`config.mk`:
```
export PLATFORM = sky130hd
export DESIGN_NAME = secuenciador_isa
export DESIGN_NICKNAME = d
export VERILOG_FILES = /design/src/rtl/secuenciador_isa.sv
export SDC_FILE = /design/constraint.sdc
export NUM_CORES = 1
export LEC_CHECK = 0
export ABC_CLOCK_PERIOD_IN_PS = 1990
export CAP_MARGIN = 20
export CELL_PAD_IN_SITES_DETAIL_PLACEMENT = 0
export CELL_PAD_IN_SITES_GLOBAL_PLACEMENT = 1
export CORE_UTILIZATION = 31
export DETAILED_ROUTE_END_ITERATION = 10
export GPL_ROUTABILITY_DRIVEN = 0
export PLACE_DENSITY_LB_ADDON = 0.25
export SLEW_MARGIN = 20
export SYNTH_ARGS = -nofsm -noshare
export SYNTH_HDL_FRONTEND = slang
export SYNTH_SLANG_ARGS = --single-unit
```
`constraint.sdc`:
```
create_clock -name clk -period 1.99 [get_ports clk]
set_input_delay 0.398 -clock clk [delete_from_list [all_inputs] [get_ports clk]]
set_output_delay 0.398 -clock clk [all_outputs]
set_load 0.02 [all_outputs]
```
`src/rtl/secuenciador_isa.sv`:
```
// rtl/secuenciador_isa.sv - multicycle fetch/decode/exec/write-back sequencer for the R-type ISA datapath
// Optional illegal-instruction trap state enabled by defining SEC_TRAP_EN.
module secuenciador_isa #(
  parameter int IMEM_AW = 6,
  parameter int CNT_W   = 16
) (
  input  logic               clk,
  input  logic               rst,
  input  logic               start,
  output logic               im_req,
  output logic [IMEM_AW-1:0] im_addr,
  input  logic               im_ack,
  input  logic [31:0]        im_data,
  output logic [31:0]        instr,
  output logic               br_we,
  output logic [IMEM_AW-1:0] pc,
  output logic [CNT_W-1:0]   icount,
  output logic               busy,
  output logic               halted,
  output logic               trap
);

  typedef enum logic [2:0] {
    S_IDLE, S_FETCH, S_DECODE, S_EXEC, S_WB, S_HALT, S_TRAP
  } state_t;

  state_t state, state_n;
  logic   legal_q;
  logic   is_legal;
  logic   is_halt;

  always_comb begin
    is_legal = 1'b0;
    if (instr[31:26] == 6'b000000) begin
      case (instr[5:0])
        6'b100000, 6'b100010, 6'b100100, 6'b100101, 6'b101010: is_legal = 1'b1;
        default: is_legal = 1'b0;
      endcase
    end
    is_halt = (instr[31:26] == 6'b111111);
  end

  always_comb begin
    state_n = state;
    case (state)
      S_IDLE:   if (start) state_n = S_FETCH;
      S_FETCH:  if (im_ack) state_n = S_DECODE;
      S_DECODE: begin
        if (is_halt)
          state_n = S_HALT;
        else if (is_legal)
          state_n = S_EXEC;
        else begin
`ifdef SEC_TRAP_EN
          state_n = S_TRAP;
`else
          state_n = S_EXEC;
`endif
        end
      end
      S_EXEC:   state_n = S_WB;
      S_WB:     state_n = S_FETCH;
      S_HALT:   if (start) state_n = S_FETCH;
      S_TRAP:   state_n = S_TRAP;
      default:  state_n = S_IDLE;
    endcase
  end

  always_ff @(posedge clk) begin
    if (rst) begin
      state   <= S_IDLE;
      pc      <= '0;
      icount  <= '0;
      instr   <= '0;
      legal_q <= 1'b0;
    end else begin
      state <= state_n;
      case (state)
        S_IDLE, S_HALT: begin
          if (start) begin
            pc     <= '0;
            icount <= '0;
          end
        end
        S_FETCH:  if (im_ack) instr <= im_data;
        S_DECODE: legal_q <= is_legal;
        S_WB: begin
          pc <= pc + 1'b1;
          if (icount != {CNT_W{1'b1}})
            icount <= icount + 1'b1;
        end
        default: ;
      endcase
    end
  end

  // Outputs come only from state and registers, never from im_ack/im_data.
  assign im_req  = (state == S_FETCH);
  assign im_addr = pc;
  assign br_we   = (state == S_WB) && legal_q && (instr[15:11] != 5'd0);
  assign busy    = (state == S_FETCH) || (state == S_DECODE) || (state == S_EXEC) || (state == S_WB);
  assign halted  = (state == S_HALT);
`ifdef SEC_TRAP_EN
  assign trap    = (state == S_TRAP);
`else
  assign trap    = 1'b0;
`endif

endmodule

```
After elaboration in Yosys (flattened, before gate mapping) --
Cells that the tools add are included.
Word-level totals: flip-flop bits (word level) 58, input port bits 36, output and inout bits 65
Operators by class: $add $sub $neg 2, eq/ne operators 16, multiplexer cells 11, reduce and logical (&&, ||, !) cells 15
Operators by type and width (number):
- $eq 6x6->1 const B | 6
- $mux 16 | 2
- $pmux 16 s2 | 1
- $pmux 3 s6 | 1
- $add 16x1->16 const B | 1
- $ne 16x16->1 const B | 1
- $pmux 6 s2 | 1
- $eq 3x3->1 const B | 3
- $mux 3 | 3
- $add 6x1->6 const B | 1
- $eq 3x2->1 const B | 2
- $logic_not 6->1 | 1
- $mux 6 | 1
- $reduce_and 2->1 | 3
- $reduce_bool 5->1 | 1
- $reduce_or 5->1 | 1
- $ne 2x1->1 const B | 2
- $eq 3x1->1 const B | 1
- $logic_not 3->1 | 1
- $logic_or 1x1->1 | 3
- $reduce_and 3->1 | 1
- $logic_and 1x1->1 | 2
- $mux 1 | 2
- $ne 2x2->1 const B | 1
- other kinds (2) | 2

Longest topological paths before layout --
Gate-level depths: netlist (run 1).
word-level depth 4, mapped depth 7

Worst setup path before layout (run 1) --
OpenSTA, ideal clock, no wires.
path type register to register, from register state[0], to register instr[16], library setup time 0.070 ns, arrival time 1.951 ns, slack -0.032 ns, stages on the path, launching flop included 8, buffers on the path 3, period minus slack after synthesis 2.022 ns, cell sequence dfxtp_1 -> buf_2 -> nor3b_1 -> and2_1 -> clkbuf_1 -> clkbuf_1 -> nand2_1 -> a21oi_1
On the way: word-level cells in the longest chain between the ends 2
Ends and longest elaborated chain:
- from (decl) | RTL line 27 | state_t state, state_n;
- from (signal assigned) | RTL line 77 | state <= state_n;
- $eq 3x1->1
- net im_req | RTL line 10 | output logic im_req,
- $reduce_and 2->1 (no source line)
- to (signal assigned) | RTL line 85 | S_FETCH: if (im_ack) instr <= im_data;
- to (decl) | RTL line 14 | output logic [31:0] instr,
The timed path passes the listed nets, and every way through them passes these cells. A chain may end at the register's enable or synchronous reset.

Worst setup path after layout (run 1) --
from register icount[1], to register icount[13]
On the way: word-level cells in the longest chain between the ends 3, elaborated cells between the ends (all ways) 6, those cells by class 1 x add/sub; 2 x eq/ne; 2 x mux; 1 x reduce/logical
Ends and longest elaborated chain:
- from (decl) | RTL line 17 | output logic [CNT_W-1:0] icount,
- from (signal assigned) | RTL line 90 | icount <= icount + 1'b1;
- $add 16x1->16 / $ne 16x16->1 (equally long branches) | RTL line 90, 89
- $mux 16 / $ne 2x2->1 (equally long branches)
- $pmux 16 s2 / $reduce_and 3->1 (equally long branches)
Several ways; a longest one is shown, not always the timed one. The select of a mux whose other input is x is not followed.

==> flow_metrics.env, run 1 <==
export IMPL_io_pins=101
export IMPL_coreArea_um2=8340
export IMPL_critPathRequiredTime_ps=2250
export IMPL_wl_met2_um=3580
export IMPL_wl_met1_um=3830
export IMPL_die_h_um=95.3
export IMPL_antenna_cells=0
export IMPL_ir_drop_v=0.000391
export IMPL_max_freq_mhz=532
export IMPL_fillCellCount=848
export IMPL_path_class="reg2reg"
export IMPL_synth_ff_type="dfxtp_1"
export IMPL_drive_above_1_share_pct=10.9
export IMPL_critPathLaunchType="flip-flop"
export IMPL_first_global_vias=2645
export IMPL_syn_inst=343
export IMPL_synth_top_cell_by_area="dfxtp_1"
export IMPL_routed_wl_met3_um=540
export IMPL_worst_pin_slew_ps=528
export IMPL_hold_path_class="reg2reg"
export IMPL_synthArstFlopShare_pct=0
export IMPL_netlist_top_cells_count="nand2_1, dfxtp_1, a21oi_1"
export IMPL_utilization_pct=49.0
export IMPL_min_period_ps=1880
export IMPL_area_delta_synth_final_pct=51.3
export IMPL_relSlewSlack_pct=64.8
export IMPL_multi_input_comb_area_um2=1380
export IMPL_avgViaCountPerCell=5.09
export IMPL_postRouteAntennaNets=0
export IMPL_via_count=2832
export IMPL_hold_viol=0
export IMPL_worst_skew_pair_late_latency_ps=330
export IMPL_maxSlewViolCount=0
export IMPL_h_tree_depth=3
export IMPL_hold_path_end="instr[7]"
export IMPL_cts_buffers=9
export IMPL_ys_seq_area_share_pct=43.0
export IMPL_rsz0062_at_grt="false"
export IMPL_cts_buffer_depth=2
export IMPL_die_area_um2=9090
export IMPL_design_area_um2=4090
export IMPL_grt_max_degree=46
export IMPL_synth_top_area_share_pct=43.0
export IMPL_synth_area_top_cells="dfxtp_1, nand2_1, a21oi_1"
export IMPL_worstHoldStart="instr[7]"
export IMPL_placed_area_um2=3870
export IMPL_grt_pass1_wl_um=13300
export IMPL_clkSlewWorstSetupHoldPaths_ps=80
export IMPL_fin_setup_tns_ps=0
export IMPL_postSynthAreaPerCell_um2=7.87
export IMPL_drv_cap=0
export IMPL_first_pass_iters=4
export IMPL_worst_r2r_path_depth=4
export IMPL_top_layer_used="met4"
export IMPL_post_dp_hpwl_um=5630
export IMPL_r2r_slack_ps=110
export IMPL_rr_startpoint="icount[1]"
export IMPL_cts_tree="done"
export IMPL_critical_path_peak_fanout=6
export IMPL_period_share_pct=94.5
export IMPL_power_leakage_nw=1.41
export IMPL_drc=0
export IMPL_numClockSinks=58
export IMPL_root_buffer="clkbuf_8"
export IMPL_drt_total_wl_um=8040
export IMPL_grtUsageTotal_pct=19.0
export IMPL_outcome="completed"
export IMPL_num_rows=33
export IMPL_netlist_area_um2=2700
export IMPL_fin_skew_ps=12.0
export IMPL_die_w_um=95.3
export IMPL_finalSetupViolCount=0
export IMPL_synth_edf_count=0
export IMPL_initial_core_util_pct=32.4
export IMPL_r2r_end="icount[13]"
export IMPL_post_drt_wl_per_cell_um=14.5
export IMPL_synth_nets=381
export IMPL_port_buffer_count=99
export IMPL_drt_first_iter_violations=118
export IMPL_antenna_found_initial=0
export IMPL_nets=484
export IMPL_globalRouteOverflowTotal=0
export IMPL_synth_most_common_cell="nand2_1"
export IMPL_ys_ff_latch=58
export IMPL_cp_end_kind="flip-flop"
export IMPL_hold_depth=2
export IMPL_synth_distinct_cells=52
export IMPL_seqCellArea_um2=1160
export IMPL_power_density_nw_per_um2=868
export IMPL_critPathArrivalTime_ps=2130
export IMPL_yosys_warnings=0
[power by group]
| part | total [W] | internal [W] | switching, W | leakage (nW) |
|---|---|---|---|---|
| logic | 0.000982 | 0.000436 | 0.000546 | 0.832 |
| registers | 0.00133 | 0.00125 | 0.0000733 | 0.470 |
| clock network | 0.00124 | 0.000741 | 0.000497 | 0.112 |
[registers in the layout, indices dropped and copies added (netlist names)]
signal and count:
im_addr 6, legal_q 1, icount 16, instr 32, state 3
[through the flow]
stage | total power (W) | hold WS [ps] | std cells | setup slack, ps
after floorplan | 0.00191 | 450 | 343 | 39.6
after global placement | 0.00236 | 441 | 540 | 85.8
after detailed placement | 0.00236 | 448 | 540 | 79.1
after CTS | 0.00360 | 452 | 556 | 84.7
after global routing | 0.00374 | 474 | 556 | 4.69
final | 0.00355 | 454 | 556 | 110
[worst max-delay path by stage]
stage | start | to | slack [ps]
final | icount[1] | icount[13] | 110
after global routing | icount[1] | icount[13] | 5
after CTS | instr[11] | br_we | 80
after detailed placement | instr[11] | br_we | 80
after global placement | instr[11] | br_we | 90
after floorplan | icount[2] | icount[13] | 40
[cells in the final DEF (no fill, tap or decap), drive strengths merged, types with 3 or more instances in the layout]
cell type / instances
clkbuf: 10
a21o: 4
o21ai: 11
dlygate4sd2: 3
nand4: 6
a31oi: 13
or3: 5
a311oi: 7
dfxtp: 58
clkdlybuf4s50: 94
nand2: 76
a211oi: 3
nand2b: 3
and2: 3
clkinv: 3
inv: 5
a21oi: 43
nor2: 13
a211o: 3
nor3: 7
nor4: 4
buf: 26
and3: 5
and4: 5
nand3: 8
[area by class of cell]
class                           instances  area share (%)
Timing Repair Buffer                  123            28.6
Clock inverter                          6            2.20
Tap cell                              105            3.21
Clock buffer                           10            3.37
Sequential cell                        58            28.4
Multi-Input combinational cell        249            33.7
Inverter                                5           0.459
[layer usage]
metal | GRT usage (%) | vias to the layer above
li1 | - | 1436
met2 | 28.7 | 83
met3 | 5.34 | 6
met5 | 0 | -
met1 | 25.2 | 1307
met4 | 7.83 | 0
[timing repair]
action	CTS	global route
setup endpoints to repair	4	1
hold buffers	0	0
resized for setup	7	0
setup buffers	0	0
cloned	0	0
pin swaps	0	1
[critical path: stages (launching register included)]
cell,delay (ps)
dfxtp_1,410
nand2_1,120
or4_4,580
or4b_1,530
a31oi_1,170
[kinds of logic after synthesis]
kind of cell	after synthesis	share of synthesized area, %
buffers and inverters	36	6.16
AND/OR/NAND/NOR	145	26.3
other	1	0.139
flip-flops	58	43.0
AO/OA/AOI/OAI	99	22.8
XOR/XNOR	1	0.324
adder cells (fa/ha/maj)	2	0.927
multiplexers	1	0.371
Power figures use the tool's default switching activity.
==> inputs of run 2 (changes only) <==
CORE_ASPECT_RATIO = 0.9   (was default)
==> flow_metrics.env, run 2 (synthesized netlist as in run 1, its figures left out) <==
export IMPL_period_share_pct=94.7
export IMPL_min_period_ps=1880
export IMPL_post_drt_wl_per_cell_um=14.7
export IMPL_cpPeakStageDelay_ps=600
export IMPL_post_cts_buffers=0
export IMPL_dp_cells=558
export IMPL_critPathLaunchType="flip-flop"
export IMPL_regMostFlops="instr"
export IMPL_grt_max_degree=33
export IMPL_port_buffer_count=99
export IMPL_drt_first_iter_violations=155
export IMPL_hold_viol=0
export IMPL_first_global_vias=2651
export IMPL_grtUsageTotal_pct=18.8
export IMPL_cts_buffer_depth=2
export IMPL_finalSetupViolCount=0
export IMPL_die_area_um2=9090
export IMPL_rsz0062_at_grt="false"
export IMPL_grt_pass1_wl_um=13400
export IMPL_first_pass_iters=4
export IMPL_io_pins=101
export IMPL_drt_total_wl_um=8390
export IMPL_fin_setup_tns_ps=0
export IMPL_drc=0
export IMPL_area_delta_synth_final_pct=53.0
export IMPL_worst_skew_pair_late_latency_ps=340
export IMPL_post_place_ws_ps=93.6
export IMPL_clkSlewWorstSetupHoldPaths_ps=70
export IMPL_num_rows=31
export IMPL_antenna_found_initial=0
export IMPL_path_class="reg2out"
export IMPL_cp_cell_sequence="buf_4, clkdlybuf4s50_1"
export IMPL_avgViaCountPerCell=5.12
export IMPL_final_common_cell="clkdlybuf4s50_1"
export IMPL_drv_cap=0
export IMPL_numClockSinks=58
export IMPL_fin_skew_ps=10.4
export IMPL_ctsHoldBuffers=0
export IMPL_cts_tree="done"
export IMPL_largest_register_ffs=32
export IMPL_nets=492
export IMPL_die_h_um=90.5
export IMPL_critPathRequiredTime_ps=1590
export IMPL_maxSlewViolCount=0
export IMPL_drive_above_1_share_pct=12.9
export IMPL_power_leakage_nw=1.45
export IMPL_die_w_um=100
export IMPL_initial_core_util_pct=32.7
export IMPL_hold_path_class="in2reg"
export IMPL_postRouteAntennaNets=0
export IMPL_critPathArrivalTime_ps=1490
export IMPL_via_count=2927
export IMPL_critical_path_peak_fanout=7
export IMPL_power_w=0.00346
export IMPL_outcome="completed"
export IMPL_coreArea_um2=8260
export IMPL_globalRouteOverflowTotal=0
export IMPL_ir_drop_v=0.000370
export IMPL_cts_buffers=9
export IMPL_post_dp_hpwl_um=5930
export IMPL_antenna_cells=0
export IMPL_final_cell_mix="clkdlybuf4s50_1, nand2_1, dfxtp_1"
export IMPL_setup_ws_ps=106
export IMPL_hold_ws_ps=361
export IMPL_max_freq_mhz=531
export IMPL_h_tree_depth=3
export IMPL_cp_end_kind="output pin"
export IMPL_fin_cells=572
export IMPL_root_buffer="clkbuf_8"
export IMPL_cp_slowest_cell="clkdlybuf4s50_1"
export IMPL_power_density_nw_per_um2=837
-- run 2: final cells by class --
cell class,instances,area (um^2)
clock buffers,11,151
clock inverters,3,40.0
fillers,800,4130
inverters,5,18.8
multi-input cells,249,1380
flip-flops and latches,58,1160
well taps,115,144
repair buffers,131,1230
-- run 2: power breakdown --
| group | internal, W | switching [W] | leakage (nW) | total (W) |
|---|---|---|---|---|
| registers | 0.00126 | 0.0000803 | 0.471 | 0.00134 |
| clock network | 0.000629 | 0.000473 | 0.101 | 0.00110 |
| logic | 0.000463 | 0.000556 | 0.874 | 0.00102 |
| total | 0.00235 | 0.00111 | 1.45 | 0.00346 |
-- run 2: repair_timing --
action                     in CTS  in global routing
setup endpoints to repair       4                  5
resized for setup               6                  5
cloned                          0                  0
-- run 2: final timing paths --
kind | slack (ps) | endpoint | depth (start not counted) | start
max | 110 | icount[2] | 2 | icount[2]
min | 360 | icount[8] | 2 | rst
max reg2reg | 110 | icount[13] | 4 | icount[7]
min reg2reg | 450 | instr[25] | 2 | instr[25]
-- run 2: through the flow --
step	area, um^2	utilization, %
2_1_floorplan	2710	-
3_3_place_gp	3940	47.7
3_5_place_dp	3940	47.7
4_1_cts	4130	50.0
5_1_grt	4130	50.0
6_report	4130	50.0
-- run 2: per-layer routing --
layer | vias up | global-route usage, % | routed length, um
li1 | 1456 | - | -
met1 | 1389 | 25.9 | 4090
met2 | 78 | 27.0 | 3650
met3 | 4 | 7.28 | 607
met4 | 0 | 5.07 | 48
met5 | - | 0 | 0
-- run 2: critical path, delay by kind of cell (launching register included) --
kind / cells / cell delay [ps]
buffers and inverters: 2 / 770
DFF: 1 / 380
==> inputs of run 3 (changes only) <==
PLACE_DENSITY_LB_ADDON = 0.1   (was 0.25)
==> flow_metrics.env, run 3 (synthesized netlist as in run 1, its figures left out) <==
export IMPL_outcome="completed"
export IMPL_grtUsageTotal_pct=19.0
export IMPL_combPwrFrac_pct=28.1
export IMPL_p_seq_share_pct=37.1
export IMPL_relSlewSlack_pct=66.9
export IMPL_hold_path_class="in2reg"
export IMPL_cp_end_kind="output pin"
export IMPL_critPathLaunchType="flip-flop"
export IMPL_power_leakage_nw=1.41
export IMPL_grt_max_degree=37
export IMPL_placed_area_um2=3900
export IMPL_cts_tree="done"
export IMPL_globalRouteOverflowTotal=0
export IMPL_drv_cap=0
export IMPL_port_buffer_count=99
export IMPL_num_rows=31
export IMPL_cp_slowest_cell="dlygate4sd2_1"
export IMPL_clkSlewWorstSetupHoldPaths_ps=80
export IMPL_critPathRequiredTime_ps=1590
export IMPL_first_global_vias=2660
export IMPL_area_delta_synth_final_pct=52.7
export IMPL_post_dp_hpwl_um=5880
export IMPL_die_area_um2=9090
export IMPL_drt_total_wl_um=8430
export IMPL_post_drt_wl_per_cell_um=14.9
export IMPL_final_cell_mix="clkdlybuf4s50_1, nand2_1, dfxtp_1"
export IMPL_rsz0062_at_grt="false"
export IMPL_netSwitchingFraction_pct=31.8
export IMPL_cellInternalPower_w=0.00244
export IMPL_maxSlewViolCount=0
export IMPL_ctsHoldBuffers=0
export IMPL_avgViaCountPerCell=5.07
export IMPL_coreArea_um2=8260
export IMPL_drt_first_iter_violations=206
export IMPL_io_pins=101
export IMPL_period_share_pct=95.1
export IMPL_postRouteAntennaNets=0
export IMPL_numClockSinks=58
export IMPL_h_tree_depth=3
export IMPL_critical_path_peak_fanout=8
export IMPL_final_common_cell="clkdlybuf4s50_1"
export IMPL_antenna_found_initial=0
export IMPL_cp_cell_sequence="buf_4, inv_1, nor3_1, dlygate4sd2_1"
export IMPL_nets=485
export IMPL_first_pass_iters=4
export IMPL_design_area_um2=4120
export IMPL_max_freq_mhz=528
export IMPL_worst_skew_pair_late_latency_ps=340
export IMPL_ir_drop_v=0.000365
export IMPL_hold_viol=0
export IMPL_finalSetupViolCount=0
export IMPL_fin_setup_tns_ps=0
export IMPL_die_h_um=90.5
export IMPL_critPathArrivalTime_ps=1500
export IMPL_largest_register_ffs=32
export IMPL_cts_buffers=9
export IMPL_cpPeakStageDelay_ps=370
export IMPL_clkPwrFrac_pct=34.7
export IMPL_path_class="reg2out"
export IMPL_min_period_ps=1890
export IMPL_initial_core_util_pct=32.7
export IMPL_die_w_um=100
export IMPL_drc=0
export IMPL_via_count=2877
export IMPL_worst_pin_slew_ps=492
export IMPL_grt_pass1_wl_um=13600
export IMPL_power_density_nw_per_um2=868
export IMPL_regMostFlops="instr"
export IMPL_root_buffer="clkbuf_8"
export IMPL_p_sw_w=0.00114
export IMPL_hold_ws_ps=307
export IMPL_drive_above_1_share_pct=11.7
export IMPL_fin_skew_ps=11.5
export IMPL_cts_buffer_depth=2
export IMPL_antenna_cells=0
run 3: cell types whose count changed in the layout (fill, tap and decap cells not counted), sizes merged:
cell      delta
buf          -7
bufinv       +1
clkbuf       -1
clkinv       -2
clkinvlp     +4
run 3: timing repair:
| action | CTS | global route |
|---|---|---|
| setup endpoints to repair | 4 | 6 |
| gates resized for setup | 7 | 3 |
| setup buffers | 0 | 0 |
run 3: critical path, delay by kind of cell (launching register included):
family,cells,cell delay (ps)
buf+inv,3,620
simple gates,1,180
flops,1,350
run 3: power by group through the flow:
stage | clock (W) | combinational (W) | sequential [W]
after detailed placement | 0 | 0.00103 | 0.00136
after global routing | 0.00133 | 0.00110 | 0.00134
after floorplan | 0 | 0.000477 | 0.00143
after global placement | 0 | 0.00103 | 0.00135
final | 0.00124 | 0.00101 | 0.00133
after CTS | 0.00128 | 0.00102 | 0.00133
run 3: per-layer routing:
layer  GRT usage (%)  part of all wire, %
met5               0                    0
met3            6.89                  7.4
met4            4.47                 0.91
met2            27.3                   44
met1            26.9                   48
run 3: area by class of cell:
class | instances | area (um^2)
fillers | 832 | 4140
clock buffers | 10 | 138
flip-flops and latches | 58 | 1160
repair buffers | 124 | 1190
well taps | 115 | 144
inverters | 5 | 18.8
multi-input cells | 249 | 1380
clock inverters | 6 | 90.1
run 3: final timing paths:
kind,endpoint,cells past startpoint,slack (ps),from
worst max-delay path,halted,4,100,state[2]
worst min-delay path,icount[13],2,310,rst
worst max register to register,icount[13],5,120,icount[0]
worst min register to register,instr[22],2,460,instr[22]
run 3: through the flow:
step / setup WS, ps / util (%) / cells / power, W
floorplan: 39.6 / - / 343 / 0.00191
global placement: 85.5 / 47.2 / 551 / 0.00238
detailed placement: 57.3 / 47.2 / 551 / 0.00238
CTS: 45.2 / 49.9 / 567 / 0.00363
global route: 4.38 / 49.9 / 567 / 0.00377
finish: 96.7 / 49.9 / 567 / 0.00358
